===== src/rtl/mdu_hilo_pkg.sv =====
// Shared constants for the HI/LO multiply/divide unit: funct codes and the
// control FSM state encoding.
package mdu_hilo_pkg;

  // funct field codes handled (or observed) by the MDU
  localparam logic [5:0] F_MFHI  = 6'h10;
  localparam logic [5:0] F_MTHI  = 6'h11;
  localparam logic [5:0] F_MFLO  = 6'h12;
  localparam logic [5:0] F_MTLO  = 6'h13;
  localparam logic [5:0] F_MULT  = 6'h18;
  localparam logic [5:0] F_MULTU = 6'h19;
  localparam logic [5:0] F_DIV   = 6'h1A;
  localparam logic [5:0] F_DIVU  = 6'h1B;

  // FSM encoding
  localparam logic [1:0] S_IDLE = 2'd0;
  localparam logic [1:0] S_CALC = 2'd1;
  localparam logic [1:0] S_FIX  = 2'd2;

endpackage


===== src/rtl/mdu_divider.sv =====
// Restoring shift-subtract divider on unsigned magnitudes. load_i captures
// the operands, each step_i retires one quotient bit (MSB first). A zero
// divisor is flagged and the quotient forced to all ones.
module mdu_divider
  import mdu_hilo_pkg::*;
#(
  parameter int XLEN = 32
) (
  input  logic            clk_i,
  input  logic            rst_i,
  input  logic            load_i,
  input  logic            step_i,
  input  logic [XLEN-1:0] dividend_i,
  input  logic [XLEN-1:0] divisor_i,
  output logic [XLEN-1:0] quot_o,
  output logic [XLEN-1:0] rem_o,
  output logic            dz_o
);

  logic [XLEN-1:0] rem_q, quot_q, dvs_q;
  logic            dz_q;
  logic [XLEN:0]   partial;
  logic [XLEN-1:0] diff;
  logic            ge;

  // Shift the next dividend bit into the remainder and trial-subtract.
  // When ge holds, partial - divisor < divisor, so the low XLEN bits are exact.
  always_comb begin
    partial = {rem_q, quot_q[XLEN-1]};
    ge      = (partial >= {1'b0, dvs_q});
    diff    = partial[XLEN-1:0] - dvs_q;
  end

  // Operand capture and one restoring step per step_i
  always_ff @(posedge clk_i) begin
    if (rst_i) begin
      rem_q  <= '0;
      quot_q <= '0;
      dvs_q  <= '0;
      dz_q   <= 1'b0;
    end else if (load_i) begin
      rem_q  <= '0;
      quot_q <= dividend_i;
      dvs_q  <= divisor_i;
      dz_q   <= (divisor_i == '0);
    end else if (step_i) begin
      quot_q <= {quot_q[XLEN-2:0], ge};
      rem_q  <= ge ? diff : partial[XLEN-1:0];
    end
  end

  // With a zero divisor every trial succeeds, so the dividend shifts
  // straight through into the remainder; only the quotient needs forcing.
  assign quot_o = dz_q ? '1 : quot_q;
  assign rem_o  = rem_q;
  assign dz_o   = dz_q;

endmodule


===== src/rtl/mdu_hilo.sv =====
// Iterative multiply/divide unit with HI/LO registers (EX stage).
// MULT/MULTU/DIV/DIVU take 33 cycles; MTHI/MTLO write in one edge.
// Optional MDU_FAST_MUL_EN: single-cycle combinational multiply, HI/LO
// written one edge after acceptance. Without it no multiplier is inferred.
module mdu_hilo
  import mdu_hilo_pkg::*;
#(
  parameter int XLEN = 32,
  parameter int ITER = 32
) (
  input  logic            CLK,
  input  logic            RST,
  input  logic            start,
  input  logic [5:0]      funct,
  input  logic [XLEN-1:0] rs_data,
  input  logic [XLEN-1:0] rt_data,
  output logic            busy,
  output logic            done,
  output logic [XLEN-1:0] hi,
  output logic [XLEN-1:0] lo
);

  localparam int CW = $clog2(ITER);

  logic [1:0]        state_q, state_d;
  logic [CW-1:0]     cnt_q, cnt_d;
  logic [2*XLEN-1:0] acc_q, acc_d;
  logic [XLEN-1:0]   mcand_q, mcand_d;
  logic [XLEN-1:0]   hi_q, hi_d, lo_q, lo_d;
  logic              busy_q, busy_d, done_q, done_d;
  logic              mul_q, mul_d;    // op in flight is a multiply
  logic              qneg_q, qneg_d;  // product / quotient negative
  logic              rneg_q, rneg_d;  // remainder takes dividend's sign

  logic              is_mul, is_div, is_sgn, rs_neg, rt_neg;
  logic [XLEN-1:0]   rs_mag, rt_mag;
  logic [XLEN:0]     psum;
  logic [2*XLEN-1:0] prod_fix;
  logic [XLEN-1:0]   quot, rem;
  logic              dz;

  // Decode and operand magnitudes for the signed forms
  always_comb begin
    is_mul = (funct == F_MULT) || (funct == F_MULTU);
    is_div = (funct == F_DIV)  || (funct == F_DIVU);
    is_sgn = (funct == F_MULT) || (funct == F_DIV);
    rs_neg = is_sgn & rs_data[XLEN-1];
    rt_neg = is_sgn & rt_data[XLEN-1];
    rs_mag = rs_neg ? -rs_data : rs_data;
    rt_mag = rt_neg ? -rt_data : rt_data;
  end

  mdu_divider #(.XLEN(XLEN)) u_div (
    .clk_i      (CLK),
    .rst_i      (RST),
    .load_i     (start && (state_q == S_IDLE) && is_div),
    .step_i     ((state_q == S_CALC) && !mul_q),
    .dividend_i (rs_mag),
    .divisor_i  (rt_mag),
    .quot_o     (quot),
    .rem_o      (rem),
    .dz_o       (dz)
  );

  // Shift-add step: add the multiplicand into the upper half when the
  // multiplier LSB (acc[0]) is set, then shift the whole accumulator right.
  always_comb begin
    psum     = {1'b0, acc_q[2*XLEN-1:XLEN]} + (acc_q[0] ? {1'b0, mcand_q} : '0);
    prod_fix = qneg_q ? -acc_q : acc_q;
  end

  // Control FSM and next-state datapath
  always_comb begin
    state_d = state_q;
    cnt_d   = cnt_q;
    acc_d   = acc_q;
    mcand_d = mcand_q;
    hi_d    = hi_q;
    lo_d    = lo_q;
    busy_d  = busy_q;
    done_d  = 1'b0;
    mul_d   = mul_q;
    qneg_d  = qneg_q;
    rneg_d  = rneg_q;
    case (state_q)
      S_IDLE: begin
        if (start) begin
          if (is_mul || is_div) begin
            mul_d   = is_mul;
            qneg_d  = rs_neg ^ rt_neg;
            rneg_d  = rs_neg;
            cnt_d   = '0;
            busy_d  = 1'b1;
            mcand_d = rs_mag;
            acc_d   = {{XLEN{1'b0}}, rt_mag};
            state_d = S_CALC;
`ifdef MDU_FAST_MUL_EN
            // Whole magnitude product now; FIX applies the sign next edge
            if (is_mul) begin
              acc_d   = {{XLEN{1'b0}}, rs_mag} * {{XLEN{1'b0}}, rt_mag};
              state_d = S_FIX;
            end
`endif
          end else if (funct == F_MTHI) begin
            hi_d = rs_data;
          end else if (funct == F_MTLO) begin
            lo_d = rs_data;
          end
        end
      end
      S_CALC: begin
        if (mul_q) acc_d = {psum, acc_q[XLEN-1:1]};
        cnt_d = cnt_q + CW'(1);
        if (cnt_q == CW'(ITER - 1)) state_d = S_FIX;
      end
      S_FIX: begin
        if (mul_q) begin
          hi_d = prod_fix[2*XLEN-1:XLEN];
          lo_d = prod_fix[XLEN-1:0];
        end else begin
          // Divide-by-zero quotient stays all ones; remainder sign
          // restore returns the raw dividend in that case.
          lo_d = (qneg_q && !dz) ? -quot : quot;
          hi_d = rneg_q ? -rem : rem;
        end
        busy_d  = 1'b0;
        done_d  = 1'b1;
        state_d = S_IDLE;
      end
      default: state_d = S_IDLE;
    endcase
  end

  // State registers; reset discards any in-flight operation
  always_ff @(posedge CLK) begin
    if (RST) begin
      state_q <= S_IDLE;
      cnt_q   <= '0;
      acc_q   <= '0;
      mcand_q <= '0;
      hi_q    <= '0;
      lo_q    <= '0;
      busy_q  <= 1'b0;
      done_q  <= 1'b0;
      mul_q   <= 1'b0;
      qneg_q  <= 1'b0;
      rneg_q  <= 1'b0;
    end else begin
      state_q <= state_d;
      cnt_q   <= cnt_d;
      acc_q   <= acc_d;
      mcand_q <= mcand_d;
      hi_q    <= hi_d;
      lo_q    <= lo_d;
      busy_q  <= busy_d;
      done_q  <= done_d;
      mul_q   <= mul_d;
      qneg_q  <= qneg_d;
      rneg_q  <= rneg_d;
    end
  end

  assign busy = busy_q;
  assign done = done_q;
  assign hi   = hi_q;
  assign lo   = lo_q;

endmodule


===== config.mk =====
export PLATFORM = sky130hd
export DESIGN_NAME = mdu_hilo
export DESIGN_NICKNAME = d
export VERILOG_FILES = /design/src/rtl/mdu_hilo_pkg.sv /design/src/rtl/mdu_divider.sv /design/src/rtl/mdu_hilo.sv
export SDC_FILE = /design/constraint.sdc
export NUM_CORES = 1
export LEC_CHECK = 0
export ABC_AREA = 1
export BUFFER_PORTS_ARGS = -buffer_cell sky130_fd_sc_hd__clkbuf_2
export CAP_MARGIN = 20
export CORE_MARGIN = 10
export CORE_UTILIZATION = 45
export CTS_BUF_LIST = sky130_fd_sc_hd__clkbuf_4 sky130_fd_sc_hd__clkbuf_8
export DETAILED_ROUTE_END_ITERATION = 10
export PLACE_DENSITY = 0.59
export SYNTH_ARGS = -nofsm -noshare
export SYNTH_HDL_FRONTEND = slang
export SYNTH_SLANG_ARGS = --single-unit

===== constraint.sdc =====
create_clock -name CLK -period 2.8 [get_ports CLK]
set_input_delay 0.28 -clock CLK [delete_from_list [all_inputs] [get_ports CLK]]
set_output_delay 0.28 -clock CLK [all_outputs]
set_load 0.01 [all_outputs]

---- Word-level counts from Yosys, hierarchy flattened ----
Index checks and enable logic that the tools add are counted.
operators by class
  add/subtract/negate cells ............... 8
  $mul .................................... 0
  divide/modulo/power cells ............... 0
  $lt $le $gt $ge ......................... 1
  equal/unequal tests ..................... 17
  shift operators ......................... 0
  multiplexer cells ....................... 36
  bitwise gates (word level) .............. 3
  reductions and logical operators ........ 23
operators with widths
  operator             count
  $mux 32              18
  $mux 64              4
  $neg 32->32          4
  $pmux 32 s2          2
  $pmux 64 s2          1
  $neg 64->64          1
  $eq 6x5->1 const B   6
  $add 32x32->33       1
  $ge 33x32->1         1
  $logic_not 32->1     1
  $sub 32x32->32       1
  $reduce_and 3->1     4
  $mux 5               2
  $pmux 5 s2           1
  $ne 2x1->1 const B   4
  $ne 2x2->1 const B   4
  $reduce_and 4->1     2
  $mux 2               3
  $reduce_bool 2->1    3
  $add 5x1->5 const B  1
  $eq 5x5->1 const B   1
  $reduce_and 5->1     1
  $logic_and 1x1->1    4
  $logic_or 1x1->1     4
  other kinds (10)     14
word-level totals
  flip-flop bits (word level) ............. 269
  bits in latches ......................... 0
  memory bits (writable) .................. 0
  bits in read-only memories .............. 0
  bits of input ports ..................... 73
  logic and storage cells ................. 103
  memories ................................ 0

---- Logic depth before layout (Yosys ltp) ----
Gate-level depths: netlist (run 1).
  depth after elaboration ................. 7
  gate-level depth with buffers ........... 18

---- By module ----
A second synthesis (run 1) with hierarchy kept.
second synthesis, totals
  cell total of the unflattened synthesis .. 3834
  area total of the unflattened synthesis .. 22240.1 um^2
by module, submodules not included
  module       times used  cells an instance  area an instance (um^2)
  mdu_hilo     1           2669               15109.5
  mdu_divider  1           1165               7130.6

---- Worst setup path before layout (run 1) ----
No wires, ideal clock.
  path kind ............................... register to register
  start point ............................. register acc_q[0]
  end point ............................... register acc_q[61]
  setup time .............................. 0.132 ns
  arrival time ............................ 2.354 ns
  required time ........................... 2.668 ns
  setup slack ............................. 0.314 ns
  cell stages (with the launch flop) ...... 16
  buffers on the path ..................... 2
  path through ............................ dfxtp_1 -> buf_2 -> clkbuf_1 -> nand2_1 -> inv_1 -> ha_1 -> inv_1 -> fa_1 -> nor3_1 -> nor2_1 -> o21ai_0 -> nand4_1 -> nand2_1 -> nand2_1 -> nand3_1 -> a21oi_1
on the way
  longest elaborated chain between the ends .. 4
ends and longest elaborated chain
  item                      RTL line         text
  start: declaration        mdu_hilo.sv:27   logic [2*XLEN-1:0] acc_q, acc_d;
  start signal: assignment  mdu_hilo.sv:139  acc_q <= '0;
  start signal: assignment  mdu_hilo.sv:151  acc_q <= acc_d;
  $mux 32                   mdu_hilo.sv:68   psum = {1'b0, acc_q[2*XLEN-1:XLEN]} + (acc_q[0] ? {1'b0, mcand_q} : '0);
  $add 32x32->33            mdu_hilo.sv:68
  $mux 64                   mdu_hilo.sv:112  if (mul_q) acc_d = {psum, acc_q[XLEN-1:1]};
  $pmux 64 s2               mdu_hilo.sv:85   case (state_q)
No other way between the ends. The select of a mux whose other input is x is not followed.
A chain may end at the register's enable or synchronous reset.

---- Worst setup path after layout (run 1) ----
  start point ............................. register u_div.dvs_q[26]
  end point ............................... register u_div.rem_q[1], in the netlist u_div.rem_o[1]
on the way
  longest elaborated chain between the ends .. 2
ends and longest elaborated chain
  item                      RTL line           text
  start: declaration        mdu_divider.sv:20  logic [XLEN-1:0] rem_q, quot_q, dvs_q;
  start signal: assignment  mdu_divider.sv:44  dvs_q <= divisor_i;
  $ge 33x32->1              mdu_divider.sv:30  ge = (partial >= {1'b0, dvs_q});
  $mux 32                   mdu_divider.sv:48  rem_q <= ge ? diff : partial[XLEN-1:0];
  end signal: assignment    mdu_divider.sv:48
  end: declaration          mdu_divider.sv:20
No other way between the ends.

==> impl_metrics.toml, run 1 <==
[run_status]
status = "complete, no violations"

[critical_path]
max_stage_delay_ns = 0.38
worstPathCellList = "inv_1, ha_1, buf_4, nand2_1, nor2_1, nand4_1, nor2_1, a21boi_0, nor2_2, buf_12, nand2_1, nand3_1, a21oi_1"
critPathLaunchType = "flop"
arrival_ns = 3.21
required_ns = 3.37
end_kind = "flop"
path_class = "flop to flop"
crit_path_max_fanout = 40
cp_slowest_cell = "a21boi_0"

[cts]
clock_latency_ns = 0.69
cts_tree = "done"
path_clk_slew_ns = 0.06
cts.sinks = 269
root_buffer = "clkbuf_8"
clk_path_buf_depth = 3
post-cts-setup-buffer-count = 0
cts.htree.levels = 2
cts_buffers = 50

[sta]
tightestPinTransition_ns = 1.034
fin_crit_sh_pct = 94.03
fin_setup_tns_ns = 0
skew_ns = 0.05455
fmax_mhz = 379.8
setup_slack_ns = 0.1671
drv_slew = 0
fin_crit_ns = 2.633
rsz0062_at_grt = "no"
slew_headroom_pct = 31.07
finalHoldViolations = 0
finalSetupViolations = 0

[floorplanning]
die-area_mm2 = 0.05696
die_h_um = 238.7
die_w_um = 238.7
rows = 80
initial_utilization_pct = 45.26
core-area_mm2 = 0.04755
io_pins = 139

[logic_synthesis]
synthTopCellsByArea = "dfxtp_1 (25%), nand2_1 (18%), inv_1 (8.0%)"
synth_area_mm2 = 0.02152
ys_seq_area_share_pct = 25.03
synth_common_cells = "nand2_1 (1024), inv_1 (459), nor2_1 (431)"
synth.top_cell.area_share_pct = 25.03
synth_fa_ha_area_share_pct = 4.373
synth.most_common_cell = "nand2_1"
synth_edf_count = 0
synth_flop_cell = "dfxtp_1"
synth_seq_cells = 269
synth_area_per_cell_um2 = 5.826
synth.net_count = 3840
yosys_warnings = 0
synth_mux_area_share_pct = 0
syn_inst = 3693
synth_compound_area_share_pct = 20.06
synthSimpleGateAreaFrac_pct = 37.16
synth.distinct_cells = 55
synth_top_family_by_area = "simple AND/OR/NAND/NOR gates"
async_reset_ff_share_pct = 0
synth_top_area_cell = "dfxtp_1"
synth_xor_area_share_pct = 2.442

[global_route]
grt_max_degree = 84
antenna_found_initial = 3
grt_pass1_wl_um = 140600
gr-total-overflow = 0
grt_pass1_vias = 23740
grt_util_all_layers_pct = 31.99

[detailed_routing]
wl_per_cell_um = 21.18
drt-pass1-iter-count = 6
viasPerCell = 5.729
vias = 25770
ant_nets = 0
wirelength_um = 95250
dr.first_iter.drc_count = 2662
drc = 0

[finish]
nets = 3992
nFillCells = 5123
drive_gt1_share_pct = 10.12
syn_to_final_growth_pct = 13.57
ff_latch_area_mm2 = 0.005388
multi_input_area_mm2 = 0.01381

[run]
maxCapViolations = 0

[pwr]
ir_worst_vdd_v = 0.0003733
power.density_mw_per_mm2 = 459.4
p_leak_nw = 12.49

[placed_design]
gp_congestion = 1.023
dp_hpwl_um = 76600
io_buffers = 138
place_ws_ns = 0.1564

[hold_path]
holdCritPathClass = "input port to flop"
## flip-flops by register name, indices dropped and copies added, names as in the netlist, 2 cells and up
signal / cells
acc_q: 64
cnt_q: 5
hi: 32
lo: 32
mcand_q: 32
state_q: 2
u_div.dvs_q: 32
u_div.quot_q: 32
u_div.rem_o: 32
## critical path: cells and delay by family (launching register included)
family          cells  cell delay, ns
flops               1            0.31
simple gates        7            0.94
buf+inv             3            0.42
fa+ha+maj           1            0.31
compound gates      2            0.55
## what timing repair did
action                                  CTS  global route
endpoints found under the setup margin    0             6
hold buffers                              6             0
gates resized for setup                   0             6
hold endpoints to repair                 11             0
## layer usage
layer  track usage, %  share of wire (%)
met2            51.63                 45
met3            5.314                8.2
met4            14.97                5.0
met1            40.89                 42
met5                0              0.012
## cell families after synthesis
kind of cell,Yosys count
simple gates,1909
compound gates,773
buf+inv,608
flops,269
fa+ha+maj,74
xor+xnor,60
## power by group
part / switching [mW] / internal (mW)
logic: 1.87 / 0.902
registers: 0.0758 / 3.90
clock network: 1.89 / 2.59
## cell type report
type / count / share of cell area (%)
multi-input combinational: 2816 / 56.49
sequential: 269 / 22.05
inverter: 470 / 7.219
timing repair buffer: 238 / 6.369
clock buffer: 73 / 3.779
tap: 615 / 3.149
clock inverter: 16 / 0.9318
antenna: 1 / 0.01024
## worst paths after layout
path,from,end,slack [ns],cells after the start
setup reg to reg,u_div.dvs_q[26],u_div.rem_o[1],0.17,13
hold reg to reg,mcand_q[24],mcand_q[24],0.47,2
setup / recovery,u_div.dvs_q[26],u_div.rem_o[1],0.17,13
hold / removal,rs_data[2],u_div.quot_q[2],0.04,4
## metrics by stage
| step | std cells | utilization (%) | hold slack [ns] | area, um^2 | total power [mW] |
|---|---|---|---|---|---|
| 2_1_floorplan | 3693 | - | 0.4257 | 21520 | 5.745 |
| 3_3_place_gp | 4402 | 48.84 | 0.4461 | 23220 | 6.714 |
| 3_5_place_dp | 4402 | 48.84 | 0.4626 | 23220 | 6.755 |
| 4_1_cts | 4497 | 51.39 | 0.01010 | 24430 | 11.20 |
| 5_1_grt | 4498 | 51.40 | 0.01498 | 24440 | 11.68 |
| 6_report | 4498 | 51.40 | 0.03856 | 24440 | 11.23 |
## layout by cell type, fill, tap and decap left out, types with 66 or more instances in the layout
master    instances
a21oi_1         311
buf_4            86
clkbuf_2        137
dfxtp_1         267
ha_1             72
inv_1           457
nand2_1        1022
nand3_1         285
nand4_1          66
nor2_1          428
o21ai_0         288
Power figures use the tool's default switching activity.
==> run 2: changes to the inputs <==
SYNTH_HIERARCHICAL = 1   (was default)
==> run 2 against run 1 <==
Maximum frequency increased by 0.94%. Routed wire length increased by 1.1%. Core utilization increased by 0.32 points. Cell area increased by 3.6%. Critical path type unchanged.
==> impl_metrics.toml, run 2 <==
[pwr]
ir_worst_vdd_v = 0.0006003
switchingPower_mw = 5.189
combPwrFrac_pct = 35.0
switching_share_pct = 38.85
power_frac_seq_pct = 30.0
p_leak_nw = 12.87
intPower_mw = 8.169
power.density_mw_per_mm2 = 527.7
total_power_mw = 13.36
clkPwrFrac_pct = 35.0

[logic_synthesis]
ys_seq_area_share_pct = 24.21
yosys_warnings = 6
synth_common_cells = "nand2_1 (1118), inv_1 (477), nor2_1 (410)"
synth_top_area_cell = "dfxtp_1"
syn_inst = 3834
synth_seq_cells = 269
synth_flop_cell = "dfxtp_1"
synth.distinct_cells = 52
synth_area_per_cell_um2 = 5.801
synth.top_cell.area_share_pct = 24.21
synth_edf_count = 0
synth.most_common_cell = "nand2_1"
synth_area_mm2 = 0.02224
synth.net_count = 3980
synthTopCellsByArea = "dfxtp_1 (24%), nand2_1 (19%), inv_1 (8.1%)"
async_reset_ff_share_pct = 0

[sta]
drv_slew = 0
fin_crit_ns = 2.608
slew_headroom_pct = 28.57
holdWs_ns = 0.04572
fin_crit_sh_pct = 93.15
finalSetupViolations = 0
finalHoldViolations = 0
fmax_mhz = 383.4
skew_ns = 0.04087
tightestPinTransition_ns = 1.071

[critical_path]
max_stage_delay_ns = 0.37
required_ns = 3.34
path_class = "flop to flop"
cp_slowest_cell = "dfxtp_1"
critPathLaunchType = "flop"
r2r_cells = 12
arrival_ns = 3.14
crit_path_max_fanout = 18
end_kind = "flop"
worstPathCellList = "buf_4, buf_4, nand2_1, inv_1, ha_1, a21oi_1, o21ai_0, nor2_1, nand2_1, or2_2, nand3_1, a21oi_1"

[finish]
layout.cells.most_common = "nand2_1"
utilization_pct = 51.72
largest-register = "acc_q"
drive_gt1_share_pct = 11.39
layout.cells.non_filler = 4702
largest_register_ffs = 64
antennaDiodeCount = 0
final_cell_mix = "nand2_1 (1118), inv_1 (475), nor2_1 (406), a21oi_1 (326), o21ai_0 (288)"
nets = 4144
nFillCells = 5412
syn_to_final_growth_pct = 13.83
final_design_area_no_fill_mm2 = 0.02532

[detailed_routing]
drc = 0
wl_per_cell_um = 20.48
wirelength_um = 96300
dr.first_iter.drc_count = 3195
viasPerCell = 5.532
drt-pass1-iter-count = 6
ant_nets = 0
vias = 26010

[cts]
clk_path_buf_depth = 3
cts_buffers = 52
cts_tree = "done"
root_buffer = "clkbuf_8"
path_clk_slew_ns = 0.06
clock_latency_ns = 0.67
cts.htree.levels = 2
cts.sinks = 269

[global_route]
grt_util_all_layers_pct = 31.44
gr-total-overflow = 0
antenna_found_initial = 4
grt_max_degree = 94
grt_pass1_vias = 23580
grt_pass1_wl_um = 144600

[floorplanning]
die_w_um = 242.3
rows = 81
die_h_um = 242.3
io_pins = 139
initial_utilization_pct = 45.43
die-area_mm2 = 0.05871
core-area_mm2 = 0.04895

[placed_design]
dp_hpwl_um = 77320
gp_congestion = 1.080
io_buffers = 138
placedCellCount = 4603
place_area_mm2 = 0.02404

[run_status]
status = "complete, no violations"

[hold_path]
holdCritPathClass = "input port to flop"
holdPathStages = 3

[run]
maxCapViolations = 0
==> run 2: worst paths after layout <==
check | from | end | slack (ns)
setup reg to reg | acc_q[0] | acc_q[46] | 0.19
setup / recovery | acc_q[0] | acc_q[46] | 0.19
hold / removal | rs_data[3] | lo[3] | 0.05
hold reg to reg | mcand_q[27] | mcand_q[27] | 0.46
==> run 2: per-layer routing <==
layer | global-route usage (%) | wire length [um]
met1 | 45.56 | 44060
met2 | 46.62 | 40330
met3 | 5.886 | 9389
met4 | 8.064 | 2477
met5 | 0 | 50
==> run 2: critical path, delay by kind of cell (launching register included) <==
kind | cells | cell delay [ns]
buf+inv | 3 | 0.59
compound gates | 3 | 0.55
fa+ha+maj | 1 | 0.30
simple gates | 5 | 0.72
flops | 1 | 0.37
==> run 2: area by class of cell <==
type / count / area [um^2] / share of cell area, %
Multi-Input combinational cell: 2919 / 14370 / 56.75
Sequential cell: 269 / 5388 / 21.28
Inverter: 502 / 1888 / 7.458
Timing Repair Buffer: 254 / 1619 / 6.395
Clock buffer: 79 / 974.7 / 3.850
Tap cell: 664 / 830.8 / 3.282
Clock inverter: 15 / 247.7 / 0.9786
==> run 2: logic make-up after synthesis <==
group           after synthesis  share of synthesized area (%)
flops                       269                          24.21
simple gates               2022                          38.90
xor+xnor                     76                          3.027
compound gates              748                          18.40
fa+ha+maj                    73                          4.174
buf+inv                     646                          11.29
==> run 2: power by group through the flow <==
| stage | registers, mW | logic, mW | clock network, mW |
|---|---|---|---|
| 6_report | 4.01 | 4.67 | 4.68 |
| 3_3_place_gp | 4.09 | 4.58 | 0 |
| 5_1_grt | 4.01 | 5.23 | 4.90 |
| 4_1_cts | 4.00 | 4.62 | 4.73 |
| 2_1_floorplan | 4.05 | 3.50 | 0 |
| 3_5_place_dp | 4.09 | 4.60 | 0 |
==> run 2: through the flow <==
stage / setup TNS [ns] / setup slack (ns)
floorplan: 0 / 0.2581
global placement: 0 / 0.2047
detailed placement: 0 / 0.2187
CTS: 0 / 0.2700
global route: -0.001914 / -0.001914
finish: 0 / 0.1917
==> run 2: timing repair <==
item | 4_1_cts | 5_1_grt
gates resized for setup | 0 | 2
hold buffers | 3 | 0
endpoints found under the setup margin | 0 | 6
setup buffers | 0 | 2
hold endpoints to repair | 4 | 0
